===== src/rtl/imem_loader.sv =====
// Boot-time instruction-memory loader: length-prefixed big-endian byte stream in, word writes out.
// Optional trailing XOR checksum byte is enabled by defining IMEM_LOADER_CHECKSUM_EN.
module imem_loader #(
    parameter int MEMORY_DEPTH = 256,
    parameter int ADDR_W       = 8
) (
    input  logic        clk,
    input  logic        reset,
    input  logic        start,
    input  logic        byte_valid,
    input  logic [7:0]  byte_data,
    output logic        byte_ready,
    output logic        imem_we,
    output logic [31:0] imem_addr,
    output logic [31:0] imem_wdata,
    output logic        cpu_reset,
    output logic        busy,
    output logic        done,
    output logic        error
);

    localparam int CNT_W = ADDR_W + 1;

    typedef enum logic [2:0] {
        S_IDLE,
        S_LEN_HI,
        S_LEN_LO,
        S_DATA,
        S_WRITE,
`ifdef IMEM_LOADER_CHECKSUM_EN
        S_CHECK,
`endif
        S_DONE,
        S_ERROR
    } state_t;

    state_t             state_reg, state_next;
    logic [7:0]         len_hi_reg, len_hi_next;
    logic [15:0]        len_reg, len_next;
    logic [CNT_W-1:0]   word_index_reg, word_index_next;
    logic [1:0]         byte_cnt_reg, byte_cnt_next;
    logic [31:0]        word_reg, word_next;
`ifdef IMEM_LOADER_CHECKSUM_EN
    logic [7:0]         xor_reg, xor_next;
`endif

    logic               byte_ready_reg, byte_ready_next;
    logic               imem_we_reg, imem_we_next;
    logic [31:0]        imem_addr_reg, imem_addr_next;
    logic [31:0]        imem_wdata_reg, imem_wdata_next;
    logic               cpu_reset_reg, cpu_reset_next;
    logic               busy_reg, busy_next;
    logic               done_reg, done_next;
    logic               error_reg, error_next;

    logic               xfer;
    logic [15:0]        len_rx;
    logic               len_ok;
    logic               last_word;
    logic [31:0]        word_assembled;

    assign xfer   = byte_valid & byte_ready_reg;
    assign len_rx = {len_hi_reg, byte_data};
    assign len_ok = (len_rx != 16'd0) && ({16'd0, len_rx} <= 32'(MEMORY_DEPTH));
    assign last_word = ({{(31 - ADDR_W){1'b0}}, word_index_reg} + 32'd1) == {16'd0, len_reg};

    // Byte lane gi receives the incoming byte when it is the (3-gi)th byte of the word (big-endian).
    genvar gi;
    generate
        for (gi = 0; gi < 4; gi++) begin : g_lane
            assign word_assembled[gi*8 +: 8] = (byte_cnt_reg == 2'(3 - gi)) ? byte_data
                                                                             : word_reg[gi*8 +: 8];
        end
    endgenerate

    always_comb begin
        state_next      = state_reg;
        len_hi_next     = len_hi_reg;
        len_next        = len_reg;
        word_index_next = word_index_reg;
        byte_cnt_next   = byte_cnt_reg;
        word_next       = word_reg;
`ifdef IMEM_LOADER_CHECKSUM_EN
        xor_next        = xor_reg;
`endif
        imem_we_next    = 1'b0;
        imem_addr_next  = imem_addr_reg;
        imem_wdata_next = imem_wdata_reg;

        case (state_reg)
            S_IDLE: begin
                if (start) state_next = S_LEN_HI;
            end
            S_LEN_HI: begin
                if (xfer) begin
                    len_hi_next = byte_data;
                    state_next  = S_LEN_LO;
                end
            end
            S_LEN_LO: begin
                if (xfer) begin
                    if (len_ok) begin
                        len_next        = len_rx;
                        word_index_next = '0;
                        byte_cnt_next   = 2'd0;
`ifdef IMEM_LOADER_CHECKSUM_EN
                        xor_next        = 8'd0;
`endif
                        state_next      = S_DATA;
                    end else begin
                        state_next = S_ERROR;
                    end
                end
            end
            S_DATA: begin
                if (xfer) begin
                    word_next = word_assembled;
`ifdef IMEM_LOADER_CHECKSUM_EN
                    xor_next  = xor_reg ^ byte_data;
`endif
                    if (byte_cnt_reg == 2'd3) begin
                        // Registered strobe: the write is visible during the WRITE cycle itself.
                        byte_cnt_next   = 2'd0;
                        imem_we_next    = 1'b1;
                        imem_addr_next  = {{(30 - ADDR_W){1'b0}}, word_index_reg[ADDR_W-1:0], 2'b00};
                        imem_wdata_next = word_assembled;
                        state_next      = S_WRITE;
                    end else begin
                        byte_cnt_next = byte_cnt_reg + 2'd1;
                    end
                end
            end
            S_WRITE: begin
                word_index_next = word_index_reg + CNT_W'(1);
                if (last_word) begin
`ifdef IMEM_LOADER_CHECKSUM_EN
                    state_next = S_CHECK;
`else
                    state_next = S_DONE;
`endif
                end else begin
                    state_next = S_DATA;
                end
            end
`ifdef IMEM_LOADER_CHECKSUM_EN
            S_CHECK: begin
                if (xfer) state_next = (byte_data == xor_reg) ? S_DONE : S_ERROR;
            end
`endif
            S_DONE, S_ERROR: begin
                if (start) state_next = S_LEN_HI;
            end
            default: state_next = S_IDLE;
        endcase
    end

    // Status flags are decoded from the next state so they are registered yet track the state exactly.
    always_comb begin
        byte_ready_next = 1'b0;
        busy_next       = 1'b0;
        done_next       = 1'b0;
        error_next      = 1'b0;
        cpu_reset_next  = 1'b1;
        case (state_next)
            S_LEN_HI, S_LEN_LO, S_DATA: begin
                byte_ready_next = 1'b1;
                busy_next       = 1'b1;
            end
`ifdef IMEM_LOADER_CHECKSUM_EN
            S_CHECK: begin
                byte_ready_next = 1'b1;
                busy_next       = 1'b1;
            end
`endif
            S_WRITE: busy_next = 1'b1;
            S_DONE: begin
                done_next      = 1'b1;
                cpu_reset_next = 1'b0;
            end
            S_ERROR: error_next = 1'b1;
            default: ;
        endcase
    end

    always_ff @(posedge clk) begin
        if (reset) begin
            state_reg      <= S_IDLE;
            len_hi_reg     <= 8'd0;
            len_reg        <= 16'd0;
            word_index_reg <= '0;
            byte_cnt_reg   <= 2'd0;
            word_reg       <= 32'd0;
`ifdef IMEM_LOADER_CHECKSUM_EN
            xor_reg        <= 8'd0;
`endif
            byte_ready_reg <= 1'b0;
            imem_we_reg    <= 1'b0;
            imem_addr_reg  <= 32'd0;
            imem_wdata_reg <= 32'd0;
            cpu_reset_reg  <= 1'b1;
            busy_reg       <= 1'b0;
            done_reg       <= 1'b0;
            error_reg      <= 1'b0;
        end else begin
            state_reg      <= state_next;
            len_hi_reg     <= len_hi_next;
            len_reg        <= len_next;
            word_index_reg <= word_index_next;
            byte_cnt_reg   <= byte_cnt_next;
            word_reg       <= word_next;
`ifdef IMEM_LOADER_CHECKSUM_EN
            xor_reg        <= xor_next;
`endif
            byte_ready_reg <= byte_ready_next;
            imem_we_reg    <= imem_we_next;
            imem_addr_reg  <= imem_addr_next;
            imem_wdata_reg <= imem_wdata_next;
            cpu_reset_reg  <= cpu_reset_next;
            busy_reg       <= busy_next;
            done_reg       <= done_next;
            error_reg      <= error_next;
        end
    end

    assign byte_ready = byte_ready_reg;
    assign imem_we    = imem_we_reg;
    assign imem_addr  = imem_addr_reg;
    assign imem_wdata = imem_wdata_reg;
    assign cpu_reset  = cpu_reset_reg;
    assign busy       = busy_reg;
    assign done       = done_reg;
    assign error      = error_reg;

endmodule

===== config.mk =====
export PLATFORM = sky130hd
export DESIGN_NAME = imem_loader
export DESIGN_NICKNAME = d
export VERILOG_FILES = /design/src/rtl/imem_loader.sv
export SDC_FILE = /design/constraint.sdc
export NUM_CORES = 1
export LEC_CHECK = 0
export BUFFER_PORTS_ARGS = -buffer_cell sky130_fd_sc_hd__buf_2
export CORE_ASPECT_RATIO = 1.5
export CORE_MARGIN = 2
export CORE_UTILIZATION = 43
export DETAILED_ROUTE_END_ITERATION = 12
export PLACE_DENSITY = 0.66
export SYNTH_ARGS = -nofsm -noshare
export SYNTH_HDL_FRONTEND = slang
export SYNTH_SLANG_ARGS = --single-unit

===== constraint.sdc =====
create_clock -name clk -period 2.36 [get_ports clk]
set_input_delay 0.708 -clock clk [delete_from_list [all_inputs] [get_ports clk]]
set_output_delay 0.708 -clock clk [all_outputs]
set_load 0.1 [all_outputs]

# Word level (Yosys, flattened, before mapping)
# Index checks and enable logic that the tools add are counted.
totals:
  regBits: 116
  latchBits: 0
  mem_bits_rw: 0
  rom_bits: 0
  input_bits: 12
  out_inout_bits: 70
  n_memories: 0
classes:
  addsub: 3
  n_mul: 0
  div: 0
  n_lt_le_gt_ge: 1
  eq_ne: 19
  shift: 0
  mux: 26
  n_bitwise: 3
  reduce_logical: 16
ops:
  columns: ["op", "n"]
  rows:
  - ["$mux W8", 4]
  - ["$mux W3", 7]
  - ["$eq A3 B3 Y1 const B", 6]
  - ["$mux W9", 2]
  - ["$pmux W9 S2", 1]
  - ["$eq A10 B16 Y1", 1]
  - ["$le A16 B9 Y1 const B", 1]
  - ["$reduce_bool A16 Y1", 1]
  - ["$pmux W3 S5", 1]
  - ["$eq A3 B2 Y1 const B", 4]
  - ["$add A9 B1 Y10 const B", 1]
  - ["$add A9 B1 Y9 const B", 1]
  - ["$reduce_and A3 Y1", 3]
  - ["$reduce_or A3 Y1", 3]
  - ["$mux W2", 4]
  - ["$eq A3 B1 Y1 const B", 2]
  - ["$mux W1", 6]
  - ["$ne A2 B2 Y1 const B", 3]
  - ["$eq A2 B2 Y1 const B", 2]
  - ["$pmux W2 S2", 1]
  - ["$reduce_and A2 Y1", 2]
  - ["$reduce_and A4 Y1", 1]
  - ["$reduce_bool A2 Y1", 2]
  - ["$reduce_or A4 Y1", 1]
  - ["7 further kinds", 8]

# Logic depth before layout (Yosys ltp)
logic_depth:
  word_depth: 8
  ltp_mapped: 8
  depth_no_buf: 7

# Worst setup path after synthesis
# No wires, ideal clock.
synth_path:
  kind: "reg2reg"
  startpoint: "register byte_ready_reg, in the netlist byte_ready"
  endpoint: "register word_index_reg[1]"
  setup_time_ns: 0.128
  t_arrival_ns: 2.190
  slack_ns: 0.043
  path_stages_with_launch: 8
  path_cell_list: "dfxtp_1 nand3_1 nor3_1 a21bo_2 clkbuf_1 and3_1 a21oi_1 nor2_1"
synth_between:
  elab_chain_len: 3
synth_lines:
  columns: ["item", "line", "text"]
  rows:
  - ["from (decl)", "47", "logic byte_ready_reg, byte_ready_next;"]
  - ["from (signal assigned)", "214", "byte_ready_reg <= byte_ready_next;"]
  - ["$and A1 B1 Y1", "62", "assign xfer = byte_valid & byte_ready_reg;"]
  - ["$ne A2 B2 Y1 (no source line)", null, null]
  - ["$reduce_and A3 Y1 (no source line)", null, null]
  - ["to (signal assigned)", "208", "word_index_reg <= word_index_next;"]
  - ["to (decl)", "40", "logic [CNT_W-1:0] word_index_reg, word_index_next;"]
# No other way between the ends.
# A chain may end at the register's enable or synchronous reset.

# Worst setup path in the final report
layout_path:
  startpoint: "register word_index_reg[3]"
  endpoint: "register cpu_reset_reg, in the netlist cpu_reset"
layout_between:
  elab_chain_len: 6
layout_lines:
  columns: ["item", "line", "text"]
  rows:
  - ["$add A9 B1 Y10", "65", "assign last_word = ({{(31 - ADDR_W){1'b0}}, word_index_reg} + 32'd1) == {16'd0, len_reg};"]
  - ["$eq A10 B16 Y1", "65", null]
  - ["$mux W3", "135", "if (last_word) begin"]
  - ["$pmux W3 S5", "90", "case (state_reg)"]
  - ["$eq A3 B3 Y1", "164", "case (state_next)"]
  - ["$mux W1", "164", null]
  - ["to (signal assigned)", "218", "cpu_reset_reg <= cpu_reset_next;"]
  - ["to (decl)", "51", "logic cpu_reset_reg, cpu_reset_next;"]
# No other way between the ends.

==> results.md <==
* Status: finished, final reports clean
* GR peak layer: met2
* Core area at 10940 sq um
* Met2 GRT Util at 0.3552
* Overall Power at 3.678 mW
* Sequential share of power at 0.501
* Ys Warns at 0
* Clk_lat worst skew at 0.35 ns
* Filler cells at 1049
* Max cap viols at 0
* CP startpoint: word_index_reg[3]$_SDFFE_PP0P_
* Clock Sinks at 108
* Total track usage at 0.1899
* Vias per cell at 5.218
* VDD IR-drop max at 0.0003777 V
* Share of the synthesized area in the top cell type at 0.4534
* Lkg Pwr at 2.132 nW
* Number of CTS-inserted buffers at 9
* Critical path buffers and inverters at 0
* Count of endpoints failing setup in the final report at 0
* WP data arrival at 2.47 ns
* Synthesized area at 4768 sq um
* Critical Path RT at 2.60 ns
* Clock Pin Slew Worst Setup and Hold Paths at 0.07 ns
* Worst-margin pin slew at 0.7788 ns
* Power per Cell Area at 670.6 nW/um^2
* Max reg flops at 32
* Register area share after synthesis at 0.4534
* Detailed Route Iter0 Violations at 125
* Netlist cell types at 51
* Top post-synthesis cells by area: dfxtp_1 (45%), nand2_1 (6.9%), mux2i_1 (6.7%)
* Die area at 11960 sq um
* Critical Path End: cpu_reset$_SDFF_PP1_
* Initial Utilization at 0.4359
* Critical path class: reg2reg
* Bufs on Longest Clock Path at 2
* Worst Reg-to-Reg Cells at 5
* Slowest CP cell: or4_4
* Unrepaired setup endpoints after global routing: no
* Initial antenna violation count at 0
* FP Rows at 47
* Crit path time final at 2.226 ns
* FMAX at 449.3 MHz
* Commonest cells in the netlist: dfxtp_1 (108), nand2_1 (88), a21oi_1 (62)
* Clock root buffer: clkbuf_16
* Avg WL per Cell at 14.90 microns
* CP Max Fanout at 8
* Die X at 89.98 microns
* Reg2reg setup slack at 0.13 ns
* Layout cell share with drive strength beyond 1 at 0.1794
* First-pass GRT wire length at 18.15 mm
* Syn Inst Count at 562
* Antenna Nets Post-Route at 0
* Startpoint Class: flop
* Skew final at 0.01058 ns
* Hold Path Class: reg2reg
* Antenna fix cells at 0
* Post-synth top flop: dfxtp_1
* Average cell area after synthesis at 8.485 sq um
* Slowest stage delay, CP at 0.55 ns
* Register area at 2162 sq um
* Final Max Slew Viols at 0
* Crit path depth at 5
* GR Overflow Total at 0
* CTS tree: built
* Internal power at 2.750 mW
* Nets at 627
* Syn-to-layout area delta at 15.01%
* Vias at 3966
* I/O pin cnt at 82
* Post-CTS Setup Inserts at 0
* Area of the multi-input gates at 2287 sq um
* Vias in the first global route at 3752
* Psw at 928.0 uW
* Combinational power share at 0.091
* CTS H-tree depth at 3
* CP Cell Sequence: nand4_1 -> or4_1 -> o211a_1 -> or4_4 -> a21o_1
* #FFs+latches synth at 108
* Crit end category: flop
* Worst rel slew slack at 0.4808
* First-pass DRT Iterations at 4
* Die height at 133.0 microns
* Worst reg2reg endpoint: cpu_reset$_SDFF_PP1_
* Final Util at 0.5014
* Post-DP HPWL at 7.971 mm
* Worst r2r src: word_index_reg[3]$_SDFFE_PP0P_
* Final Cycle Share at 0.9430
* Crit-path leading delay family: simple AND/OR/NAND/NOR gates
* GR Util met3 at 0.04157
* Post-synth EDFFs at 0
* DR DRC count at 0
* Placer Congestion at 0.8577
* Clk pwr share at 0.408
* Drt total wl at 11.32 mm
* PortBufs at 57
* Top-count cell post-synth: dfxtp_1
* Cell taking the most area after synthesis: dfxtp_1
* Final-report hold violation count at 0
* Largest net degree at the start of global routing at 65
* Post-cts resize count at 0
* Sw frac at 0.2523
* GRT met1 Usage at 0.2009
* Hold Buf Count CTS at 0
* FFs w/ async S/R, synth at 0
worst register-to-register path, delay by kind of cell, from the launching register on:
family | cells | cell delay (ns)
and+or+nand+nor | 3 | 1.27
AOI/OAI and AO/OA | 2 | 0.34
DFF | 1 | 0.50
cells by family after synthesis:
group,share of synthesized area
flip-flops,0.4534
AND/OR/NAND/NOR,0.2073
buffers and inverters,0.08580
multiplexers,0.06954
other,0.0007864
XOR/XNOR,0.02204
adder cells (fa/ha/maj),0.01312
AO/OA/AOI/OAI,0.1480
layout by cell type (no fill, tap or decap), types with 3 or more instances in the layout:
| master | instances |
|---|---|
| dfxtp_1 | 108 |
| nand2_1 | 88 |
| a21oi_1 | 62 |
| buf_2 | 57 |
| nor2_1 | 46 |
| mux2i_1 | 32 |
| nand3_1 | 31 |
| buf_4 | 27 |
| a211oi_1 | 25 |
| conb_1 | 24 |
| and2_1 | 9 |
| clkbuf_16 | 9 |
| xnor2_1 | 7 |
| nor4_1 | 5 |
| nand4_1 | 5 |
| nor3_1 | 5 |
| xor2_1 | 5 |
| a311oi_1 | 5 |
| ha_1 | 5 |
| or4_1 | 4 |
| and3_1 | 4 |
| o21ai_0 | 4 |
| a31oi_1 | 4 |
| inv_1 | 3 |
| o21a_1 | 3 |
| buf_12 | 3 |
how the worst min path moves through the flow:
| stage | from | to | slack, ns | depth (start not counted) |
|---|---|---|---|---|
| after floorplan | len_reg[14]$_SDFFE_PP0P_ | len_reg[14]$_SDFFE_PP0P_ | 0.42 | 1 |
| after global placement | len_reg[12]$_SDFFE_PP0P_ | len_reg[12]$_SDFFE_PP0P_ | 0.43 | 1 |
| after detailed placement | imem_wdata[3]$_SDFFE_PP0P_ | imem_wdata[3]$_SDFFE_PP0P_ | 0.44 | 2 |
| after CTS | imem_wdata[3]$_SDFFE_PP0P_ | imem_wdata[3]$_SDFFE_PP0P_ | 0.45 | 2 |
| after global routing | word_reg[11]$_SDFFE_PP0P_ | word_reg[11]$_SDFFE_PP0P_ | 0.47 | 2 |
| final | imem_wdata[3]$_SDFFE_PP0P_ | imem_wdata[3]$_SDFFE_PP0P_ | 0.45 | 2 |
through the flow:
step,cells,setup WS (ns),setup TNS (ns),hold slack [ns],instance area [sq um]
after floorplan,585,0.04251,0,0.4205,4855
after global placement,746,0.02669,0,0.4340,5192
after detailed placement,746,-0.07313,-0.1107,0.4437,5192
after CTS,760,0.1344,0,0.4528,5484
after global routing,760,0.006051,0,0.4670,5484
final,760,0.1344,0,0.4521,5484
cell type report:
| class | count | area share |
|---|---|---|
| clock buffers | 12 | 0.04677 |
| clock inverters | 2 | 0.006388 |
| inverters | 3 | 0.002053 |
| multi-input cells | 401 | 0.4171 |
| flip-flops and latches | 108 | 0.3942 |
| well taps | 147 | 0.03354 |
| repair buffers | 87 | 0.09993 |
per-layer routing:
metal  vias up  wire length, microns
met1      1893                  4545
met4         0                   374
met3        23                   309
li1       1979                     -
met5         -                     0
met2        71                  6091
power groups by stage:
stage / Combinational [mW] / Clock, mW / Sequential [mW]
after global placement: 0.330 / 0 / 1.88
after detailed placement: 0.332 / 0 / 1.89
after floorplan: 0.278 / 0 / 1.91
final: 0.334 / 1.50 / 1.84
after CTS: 0.333 / 1.53 / 1.84
after global routing: 0.348 / 1.61 / 1.84
Note: power is estimated with default switching activity, not from simulation.
